$ cat src/rtl/seg_pkg.sv
// Shared types and constants for the seven-segment scan controller.
package seg_pkg;

  typedef enum logic {
    StGuard,
    StDrive
  } state_e;

  localparam logic [4:0] CODE_DASH  = 5'd16;
  localparam logic [4:0] CODE_BLANK = 5'd17;

  localparam logic [6:0] SEG_OFF  = 7'h7F;
  localparam logic [6:0] SEG_DASH = 7'b0111111;

  // Active-low {g,f,e,d,c,b,a}; entry 0 is the rightmost element.
  localparam logic [15:0][6:0] HEX_SEG = {
    7'h0E, 7'h06, 7'h21, 7'h46, 7'h03, 7'h08, 7'h10, 7'h00,
    7'h78, 7'h02, 7'h12, 7'h19, 7'h30, 7'h24, 7'h79, 7'h40
  };

endpackage

$ cat src/rtl/seg_decode.sv
// Character code to active-low segment pattern: 0-15 hex, 16 dash, others blank.
module seg_decode
  import seg_pkg::*;
(
  input  logic [4:0] code,
  output logic [6:0] seg
);

  always_comb begin
    seg = SEG_OFF;
    if (code < 5'd16) begin
      seg = HEX_SEG[code[3:0]];
    end else if (code == CODE_DASH) begin
      seg = SEG_DASH;
    end
  end

endmodule

$ cat src/rtl/seg_scan_ctrl.sv
// Four-digit multiplexed seven-segment scanner with guard dead time per slot.
// Define SEG_LZ_BLANK_EN to blank leading zeros on digits 3..1.
module seg_scan_ctrl
  import seg_pkg::*;
#(
  parameter int unsigned REFRESH_DIV = 100000,
  parameter int unsigned GUARD_CYC   = 200
) (
  input  logic       clk,
  input  logic       reset,
  input  logic [4:0] digit0,
  input  logic [4:0] digit1,
  input  logic [4:0] digit2,
  input  logic [4:0] digit3,
  input  logic [3:0] dp_in,
  input  logic       blank_all,
  output logic [6:0] seg,
  output logic       dp,
  output logic [3:0] an,
  output logic       scan_tick
);

  localparam int unsigned CntW = $clog2(REFRESH_DIV);
  localparam logic [CntW-1:0] GuardLast = CntW'(GUARD_CYC - 1);
  localparam logic [CntW-1:0] DriveLast = CntW'(REFRESH_DIV - GUARD_CYC - 1);

  state_e          state_q;
  logic [CntW-1:0] cnt_q;
  logic [1:0]      idx_q;
  logic [4:0]      hold_code_q, hold_code_d;
  logic            hold_dp_q, hold_dp_d;

  logic [4:0] digit_sel;
  logic       dp_sel;
  logic [4:0] capture_code;
  logic       capture;
  logic       drive_next;
  logic [6:0] dec_seg;

  always_comb begin
    digit_sel = digit0;
    unique case (idx_q)
      2'd0: digit_sel = digit0;
      2'd1: digit_sel = digit1;
      2'd2: digit_sel = digit2;
      2'd3: digit_sel = digit3;
    endcase
    dp_sel = dp_in[idx_q];
  end

`ifdef SEG_LZ_BLANK_EN
  logic lz_blank;

  // A digit is a leading zero when it and every higher digit are zero.
  always_comb begin
    lz_blank = 1'b0;
    unique case (idx_q)
      2'd0: lz_blank = 1'b0;
      2'd1: lz_blank = (digit1 == 5'd0) && (digit2 == 5'd0) && (digit3 == 5'd0);
      2'd2: lz_blank = (digit2 == 5'd0) && (digit3 == 5'd0);
      2'd3: lz_blank = (digit3 == 5'd0);
    endcase
    capture_code = lz_blank ? CODE_BLANK : digit_sel;
  end
`else
  assign capture_code = digit_sel;
`endif

  assign capture    = (state_q == StGuard) && (cnt_q == GuardLast);
  assign drive_next = capture || ((state_q == StDrive) && (cnt_q != DriveLast));

  // Decode the value the holding register will carry next cycle, so the first
  // drive cycle already shows the freshly captured digit.
  assign hold_code_d = capture ? capture_code : hold_code_q;
  assign hold_dp_d   = capture ? dp_sel : hold_dp_q;

  seg_decode u_seg_decode (
    .code(hold_code_d),
    .seg (dec_seg)
  );

  always_ff @(posedge clk) begin
    if (reset) begin
      state_q     <= StGuard;
      cnt_q       <= '0;
      idx_q       <= 2'd0;
      hold_code_q <= CODE_BLANK;
      hold_dp_q   <= 1'b0;
      an          <= 4'b1111;
      seg         <= SEG_OFF;
      dp          <= 1'b1;
      scan_tick   <= 1'b0;
    end else begin
      hold_code_q <= hold_code_d;
      hold_dp_q   <= hold_dp_d;
      scan_tick   <= capture;

      unique case (state_q)
        StGuard: begin
          if (cnt_q == GuardLast) begin
            state_q <= StDrive;
            cnt_q   <= '0;
          end else begin
            cnt_q <= cnt_q + 1'b1;
          end
        end
        StDrive: begin
          if (cnt_q == DriveLast) begin
            state_q <= StGuard;
            cnt_q   <= '0;
            idx_q   <= idx_q + 2'd1;
          end else begin
            cnt_q <= cnt_q + 1'b1;
          end
        end
      endcase

      if (blank_all || !drive_next) begin
        an  <= 4'b1111;
        seg <= SEG_OFF;
        dp  <= 1'b1;
      end else begin
        an  <= ~(4'b0001 << idx_q);
        seg <= dec_seg;
        dp  <= ~hold_dp_d;
      end
    end
  end

endmodule
$ cat config.mk
export PLATFORM = sky130hd
export DESIGN_NAME = seg_scan_ctrl
export DESIGN_NICKNAME = d
export VERILOG_FILES = /design/src/rtl/seg_pkg.sv /design/src/rtl/seg_decode.sv /design/src/rtl/seg_scan_ctrl.sv
export SDC_FILE = /design/constraint.sdc
export NUM_CORES = 1
export LEC_CHECK = 0
export CORE_ASPECT_RATIO = 0.5
export CORE_MARGIN = 2
export CORE_UTILIZATION = 35
export DETAILED_ROUTE_END_ITERATION = 7
export GPL_TIMING_DRIVEN = 0
export MAX_ROUTING_LAYER = met4
export SKIP_CTS_REPAIR_TIMING = 1
export SLEW_MARGIN = 25
export SYNTH_ARGS = -nofsm -noshare
export SYNTH_HDL_FRONTEND = slang
export SYNTH_SLANG_ARGS = --single-unit
$ cat constraint.sdc
create_clock -name clk -period 2.7 [get_ports clk]
set_input_delay 0.81 -clock clk [delete_from_list [all_inputs] [get_ports clk]]
set_output_delay 0.81 -clock clk [all_outputs]
set_load 0.005 [all_outputs]
; ---- After elaboration in Yosys (flattened, before gate mapping)
; Memories as Yosys holds them, arrays and structs flattened.
; Index checks and enable logic that the tools add are counted.
[word_totals]
ff_bits = 39
mem_bits_ro = 112
elab_cells = 48
n_memories = 1
[op_classes]
addsub = 2
magnitude_cmp = 3
eq_ne = 7
shift = 1
n_mux = 14
n_bitwise = 3
n_reduce_logical = 8
[mem_list]
columns = name, words, word_bits, rd, rd_clocked_by_memory_dff, wr, line
row1 = (name not given), 16, 7, 1, 0, 0, seg_decode.sv:12  ; seg = HEX_SEG[code[3:0]];
[ops]
columns = op, count
row1 = 17-bit 2-to-1 mux, 2
row2 = 17-bit case mux with 2 select lines, 1
row3 = 7-bit 2-to-1 mux, 3
row4 = 5-bit case mux with 4 select lines, 1
row5 = "17-bit by 1-bit adder with 17-bit output, second input constant", 1
row6 = "17-bit equality test, second input constant", 1
row7 = "17-bit by 8-bit equality test with 1-bit output, second input constant", 1
row8 = "17-bit inequality test, second input constant", 1
row9 = "5-bit equality test, second input constant", 1
row10 = "4-bit by 5-bit less-than comparator with 1-bit output, second input constant", 1
row11 = "5-bit less-than comparator, second input constant", 1
row12 = 5-bit 2-to-1 mux, 1
row13 = "2-bit equality test, second input constant", 2
row14 = 1-bit 2-to-1 mux, 4
row15 = 4-bit NOT, 1
row16 = "1-bit by 2-bit << shifter with 4-bit output, first input constant", 1
row17 = "2-bit by 3-bit less-than comparator with 1-bit output, second input constant", 1
row18 = "2-bit by 1-bit adder with 2-bit output, second input constant", 1
row19 = 1-bit binary-select mux with 2-bit select, 1
row20 = "2-bit by 1-bit equality test with 1-bit output, second input constant", 1
row21 = 1-bit logical AND, 2
row22 = 2-bit zero test, 1
row23 = 1-bit logical OR, 2
row24 = 1-bit NOT, 2
row25 = 4 further kinds, 4

; ---- Logic depth before layout (Yosys ltp)
; Gate-level depths: netlist of the first run.
[depth]
depth_word = 6
ltp_mapped = 12
mapped_depth_nobuf = 11

; ---- By module
; A second synthesis of the first run with hierarchy kept.
[unflattened]
cells_unflattened = 221
area_unflattened_um2 = 1994.4
[by_module_without_submodules]
columns = module, n_inst, cells_per_inst, area_per_inst_um2, seq_area_each_um2
row1 = seg_scan_ctrl, 1, 180, 1700.4, 780.7
row2 = seg_decode, 1, 41, 294.0, 0.0

; ---- Worst setup path after synthesis of the first run
; Ideal clock, no wire load.
[synth_timing]
path_type = input-to-reg
start = input digit3[0]
end = register seg[5]
setup_time_ns = 0.122
t_arrival_ns = 2.445
required_ns = 2.578
path_slack_ns = 0.133
stages = 9
path_buffers = 0
cell_sequence = a222oi_1 o21ai_0 mux2i_1 inv_1 ha_1 inv_1 a21oi_1 a21o_1 a221o_1
[synth_via]
elab_chain_len = 5
elab_cells_between_ends = 6
[synth_lines]
columns = element, line
row1 = start: declaration, seg_scan_ctrl.sv:14  ; input logic [4:0] digit3,
row2 = 5-bit case mux with 4 select lines (*), seg_scan_ctrl.sv:42  ; unique case (idx_q)
row3 = 5-bit 2-to-1 mux (*), seg_scan_ctrl.sv:74  ; assign hold_code_d = capture ? capture_code : hold_code_q;
row4 = via hold_code_d[0], seg_scan_ctrl.sv:30  ; logic [4:0] hold_code_q, hold_code_d;
row5 = memory 16 x 7 bit, -
row6 = 7-bit 2-to-1 mux (implied by the code), seg_decode.sv:12
row7 = 7-bit 2-to-1 mux (*), seg_decode.sv:11  ; if (code < 5'd16) begin
row8 = end signal: assignment, seg_scan_ctrl.sv:124  ; seg <= dec_seg;
row9 = end: declaration, seg_scan_ctrl.sv:17  ; output logic [6:0] seg,
; Mark *: on every way through the listed nets, which the timed path passes. The rest lies on a longest branch. The select of a mux whose other input is x is not followed.
; A chain may end at the register's enable or synchronous reset.

; ---- Worst setup path after layout of the first run
[layout_timing]
start = input digit2[1]
end = register seg[5]
[layout_via]
elab_chain_len = 5
elab_cells_between_ends = 6
[layout_lines]
columns = element, line
row1 = start: declaration, seg_scan_ctrl.sv:13  ; input logic [4:0] digit2,
row2 = 5-bit case mux with 4 select lines (*), seg_scan_ctrl.sv:42
row3 = 5-bit 2-to-1 mux (*), seg_scan_ctrl.sv:74
row4 = via hold_code_d[1], seg_scan_ctrl.sv:30
row5 = memory 16 x 7 bit, -
row6 = 7-bit 2-to-1 mux (implied by the code), seg_decode.sv:12
row7 = 7-bit 2-to-1 mux (*), seg_decode.sv:11
; Marked as above.

==> results of run 1 <==
[per-stage QoR]
| step | instance area, um2 | total power [mW] |
|---|---|---|
| 5_1_grt | 2760 | 1.26 |
| 3_5_place_dp | 2520 | 0.661 |
| 4_1_cts | 2660 | 1.22 |
| 2_1_floorplan | 2050 | 0.618 |
| 6_report | 2760 | 1.21 |
| 3_3_place_gp | 2520 | 0.659 |
[power by group through the flow]
stage / registers [mW] / clock network, mW / logic [mW]
3_3_place_gp: 0.596 / 0 / 0.0636
4_1_cts: 0.583 / 0.571 / 0.0652
6_report: 0.583 / 0.559 / 0.0651
5_1_grt: 0.583 / 0.603 / 0.0716
2_1_floorplan: 0.595 / 0 / 0.0228
3_5_place_dp: 0.596 / 0 / 0.0651
[synthesized netlist by cell type (2+ instances only)]
cell / n
dfxtp_1: 39
mux2_1: 2
mux2i_1: 9
mux2_2: 2
xor2_1: 9
a21oi_1: 7
nand3_1: 7
a222oi_1: 5
nand4_1: 2
or3_1: 2
and4_1: 3
o21ai_1: 2
a221o_1: 3
buf_6: 2
nor2b_1: 4
o21ai_0: 2
inv_1: 15
nand2b_1: 4
nor3b_1: 2
nor3_1: 5
nand2_1: 14
and3_1: 5
ha_1: 11
buf_4: 2
nor4_1: 2
nor2_1: 31
xnor2_1: 7
[worst min path at each step]
stage | start | to | cells past startpoint
after detailed placement | cnt_q[0] | cnt_q[0] | 1
after CTS | cnt_q[0] | cnt_q[0] | 1
after floorplan | cnt_q[0] | cnt_q[0] | 1
after global placement | cnt_q[0] | cnt_q[0] | 1
after global routing | cnt_q[0] | cnt_q[0] | 1
final | cnt_q[0] | cnt_q[0] | 1
[kinds of logic (layout without fill, tap and decap cells)]
group                      Yosys count  after routing  synth area share
AOI/OAI and AO/OA                   27             27             0.101
xor gates and xnor gates            16             16            0.0685
adders and majority gates           11             11            0.0672
buffers and inverters               22             73            0.0519
DFF                                 39             39             0.381
muxes                               15             15            0.0837
and+or+nand+nor                     90             90             0.246
[layout make-up]
class,count,area [um2],area share
flip-flops and latches,39,781,0.283
repair buffers,44,430,0.156
plain buffers,7,50.0,0.0181
inverters,15,58.8,0.0213
clock buffers,5,125,0.0454
clock inverters,2,13.8,0.00499
multi-input cells,159,1210,0.438
well taps,73,91.3,0.0331
[sequential cells by signal (all words and copies together), names as in the netlist]
name         cells
cnt_q           17
seg              7
hold_code_q      5
an               4
idx_q            2
dp               1
hold_dp_q        1
scan_tick        1
state_q          1
[metal layers]
| metal | routed length (um) | share of wire | GRT usage |
|---|---|---|---|
| met3 | 193 | 0.043 | 0.0418 |
| met2 | 2070 | 0.46 | 0.250 |
| met4 | 68 | 0.015 | 0.0523 |
| met1 | 2210 | 0.49 | 0.184 |
| met5 | 0 | 0 | - |
==> qor.yml, run 1 <==
run_status:
  outcome: "finished, final reports clean"
synthesis:
  yosys_warnings: 0
  synth_top_cell_area_share: 0.381
  syn_area_mm2: 0.00205
  synthArstFlopShare: 0
  synth_cells: 220
  ys_types: 49
  synth_largest_area_cell: "dfxtp_1"
  avgSynthCellArea_um2: 9.30
  syn_nets: 258
  yosys-top-cells-area: "dfxtp_1, ha_1, nor2_1"
  synthFlopType: "dfxtp_1"
  yosysSeqAreaShare: 0.381
  synth-edff-count: 0
  synth-seq-cells: 39
clocking:
  cts_tree: "done"
  cts_root_buf: "clkbuf_16"
  cts_max_level: 2
  clk_pin_slew_ns: 0.06
  clock_sinks: 39
  clk_path_buf_depth: 2
  clk_latency_ns: 0.28
  cts_buffers: 5
critical_path:
  crit_path_start_kind: "input port"
  endpoint: "seg[5]"
  slowest_stage: "clkdlybuf4s50_1"
  path_cells: "clkdlybuf4s50_1, a222oi_1, mux2i_1, mux2i_2, inv_2, ha_4, inv_4, a21oi_2, a21o_1, a221o_1"
  crit_buf_inv: 3
  r2r_end: "seg[5]"
  reg2reg_slack_ns: 0.14
  cp_max_fo: 4
  required_ns: 2.87
  crit_arrival_ns: 2.79
  ff2ff_path_depth: 11
  timing.rr.start: "idx_q[1]"
  endpoint_kind: "flop"
  path_class: "input port to flop"
  cp.depth: 10
  slowest_delay_ns: 0.40
  cpLargestDelayFamily: "compound AO/OA/AOI/OAI gates"
  critPathLaunch: "digit2[1]"
timing:
  fmaxAchievable_mhz: 382
  skew_ns: 0.00583
  whs_ns: 0.464
  relSlewSlack: 0.501
  fin_crit_sh: 0.969
  finalSetupViolCount: 0
  hold_violations: 0
  setup_ws_ns: 0.0825
  slew_viol_final: 0
  finalSetupTns_ns: 0
  timing.final.crit_period_ns: 2.62
  worst-slew-pin-transition_ns: 0.743
pwr:
  p_clk_frac: 0.463
  p_leak_nw: 1.11
  p_sw_mw: 0.250
  seqPwrFrac: 0.483
  netSwitchingFraction: 0.207
  p_comb_frac: 0.054
  p_int_mw: 0.958
  ir_worst_vdd_v: 0.000215
  pwr_density_cell_mw_per_mm2: 438
floorplan:
  pin_count: 40
  die_h_um: 58.1
  design.core.area_mm2: 0.00556
  die-area_mm2: 0.00651
  die_w_um: 112
  rows: 19
  initial_utilization: 0.368
global_routing:
  overflow: 0
  grt_pass1_wl_mm: 7.69
  grt_util_all_layers: 0.152
  antenna_found_initial: 0
  grt_pass1_vias: 1695
  grt_max_degree: 13
place:
  dp_hpwl_mm: 3.43
  placed_cells: 331
  place_ws_ns: -0.531
  io_buffers: 38
  place_congestion: 0.845
drt:
  drt_iter0_drc: 62
  via_per_inst: 5.02
  drc: 0
  dr.pass1.iters: 4
  drtAntennaViolNets: 0
  num_vias: 1727
  wl_per_cell_um: 13.2
  wl_mm: 4.54
hold_path:
  hold_class: "flop to flop"
final_layout:
  fin_cells: 344
  final_core_util: 0.496
  n_antenna_cell: 0
  fin_nets: 309
  area_growth_pct: 34.7
  final_cell_mix: "dfxtp_1, clkdlybuf4s50_1, nor2_1, nand2_1, inv_1"
  drive_gt1_frac: 0.144
  fillers: 548
  final_common_cell: "dfxtp_1"
flow_run:
  max_cap_violations: 0
Power figures use the tool's default switching activity.
==> run 2: changes to the inputs <==
--- a/config.mk
+++ b/config.mk
@@ -5,8 +5,9 @@
 export SDC_FILE = /design/constraint.sdc
 export NUM_CORES = 1
 export LEC_CHECK = 0
+export CAP_MARGIN = 20
 export CORE_ASPECT_RATIO = 0.5
-export CORE_MARGIN = 2
+export CORE_MARGIN = 5
 export CORE_UTILIZATION = 35
 export DETAILED_ROUTE_END_ITERATION = 7
 export GPL_TIMING_DRIVEN = 0
==> run 2 against run 1 <==
Global-route usage fell by 2.5 points; core utilization did not move; clock power up 23%; largest power group is now the clock network; highest routed layer unchanged.
==> qor.yml, run 2 (same netlist as run 1, synthesis figures left out) <==
run_status:
  outcome: "finished, final reports clean"
final_layout:
  top_regs: "cnt_q x17, seg x7, hold_code_q x5"
  final_cell_mix: "dfxtp_1, clkdlybuf4s50_1, nor2_1, nand2_1, inv_1"
  area_growth_pct: 34.7
  final_common_cell: "dfxtp_1"
  fin_cells: 344
  final_core_util: 0.496
  drive_gt1_frac: 0.137
  largest_reg_flops: 17
  final-seq-area_um2: 781
  fillers: 532
  n_antenna_cell: 0
  largest_register: "cnt_q"
  multi_input_area_mm2: 0.00119
  fin_nets: 308
clocking:
  cts_max_level: 2
  cts_tree: "done"
  cts_buffers: 5
  clk_pin_slew_ns: 0.06
  clk_path_buf_depth: 2
  clock_sinks: 39
  cts_root_buf: "clkbuf_16"
  clk_latency_ns: 0.28
floorplan:
  die_w_um: 118
  die_h_um: 64.1
  design.core.area_mm2: 0.00556
  pin_count: 40
  rows: 19
  initial_utilization: 0.368
  die-area_mm2: 0.00757
timing:
  relSlewSlack: 0.511
  skew_ns: 0.00517
  fmaxAchievable_mhz: 376
  finalSetupViolCount: 0
  rsz0062_at_grt: "true"
  worst-slew-pin-transition_ns: 0.728
  slew_viol_final: 0
  timing.final.crit_period_ns: 2.66
  setup_ws_ns: 0.0413
  fin_crit_sh: 0.985
  hold_violations: 0
global_routing:
  antenna_found_initial: 0
  overflow: 0
  grt_pass1_vias: 1608
  grt_util_all_layers: 0.128
  grt_pass1_wl_mm: 7.73
  grt_max_degree: 13
pwr:
  total_power_mw: 1.33
  p_leak_nw: 1.11
  ir_worst_vdd_v: 0.000236
  pwr_density_cell_mw_per_mm2: 484
drt:
  wl_per_cell_um: 13.3
  num_vias: 1716
  via_per_inst: 4.99
  drtAntennaViolNets: 0
  drc: 0
  wl_mm: 4.56
  drt_iter0_drc: 116
  dr.pass1.iters: 4
place:
  place_congestion: 0.773
  io_buffers: 38
  dp_hpwl_mm: 3.48
  place_ws_ns: -0.625
  placed_cells: 331
critical_path:
  r2r_end: "seg[5]"
  endpoint: "seg[5]"
  crit_arrival_ns: 2.83
  reg2reg_slack_ns: 0.09
  ff2ff_path_depth: 9
  critPathLaunch: "digit3[0]"
  crit_path_start_kind: "input port"
  endpoint_kind: "flop"
  cp_max_fo: 4
  path_class: "input port to flop"
  required_ns: 2.87
  timing.rr.start: "idx_q[0]"
flow_run:
  max_cap_violations: 0
hold_path:
  hold_class: "flop to flop"
  hold_path_depth: 1
==> run 2: worst min path at each step <==
stage               startpoint       end  slack [ns]
floorplan             cnt_q[0]  cnt_q[0]        0.43
global placement      cnt_q[0]  cnt_q[0]        0.44
detailed placement    cnt_q[0]  cnt_q[0]        0.45
CTS                   cnt_q[0]  cnt_q[0]        0.47
global route          cnt_q[0]  cnt_q[0]        0.50
finish                cnt_q[0]  cnt_q[0]        0.46
==> run 2: area by class of cell <==
| type | instances | area share |
|---|---|---|
| Multi-Input combinational cell | 159 | 0.431 |
| Sequential cell | 39 | 0.283 |
| Clock buffer | 6 | 0.0504 |
| Tap cell | 73 | 0.0331 |
| Buffer | 7 | 0.0181 |
| Inverter | 15 | 0.0204 |
| Clock inverter | 2 | 0.0127 |
| Timing Repair Buffer | 43 | 0.152 |
==> run 2: worst max-delay path: stages <==
cell             delay, ns
clkdlybuf4s50_1       0.40
a222oi_1              0.34
o21ai_1               0.15
mux2i_2               0.24
buf_4                 0.18
ha_2                  0.20
inv_1                 0.06
a21o_1                0.16
a221o_1               0.29
==> run 2: metal layers <==
metal / global-route usage / routed length [um] / share of wire
met5: - / 0 / 0
met4: 0.0472 / 36 / 0.0079
met3: 0.0300 / 200 / 0.044
met2: 0.204 / 2150 / 0.47
met1: 0.158 / 2180 / 0.48
==> run 2: metrics by stage <==
| step | TNS (ns) | instance area [um2] | hold WS (ns) |
|---|---|---|---|
| floorplan | 0 | 2050 | 0.426 |
| global placement | -2.30 | 2520 | 0.441 |
| detailed placement | -2.70 | 2520 | 0.455 |
| CTS | -0.860 | 2690 | 0.468 |
| global route | -0.0914 | 2760 | 0.497 |
| finish | 0 | 2760 | 0.462 |
==> run 2: where the power goes <==
group	internal [mW]	switching, mW	total (mW)
Clock	0.459	0.226	0.685
Combinational	0.0431	0.0230	0.0661
Sequential	0.579	0.00380	0.583
Total	1.08	0.253	1.33
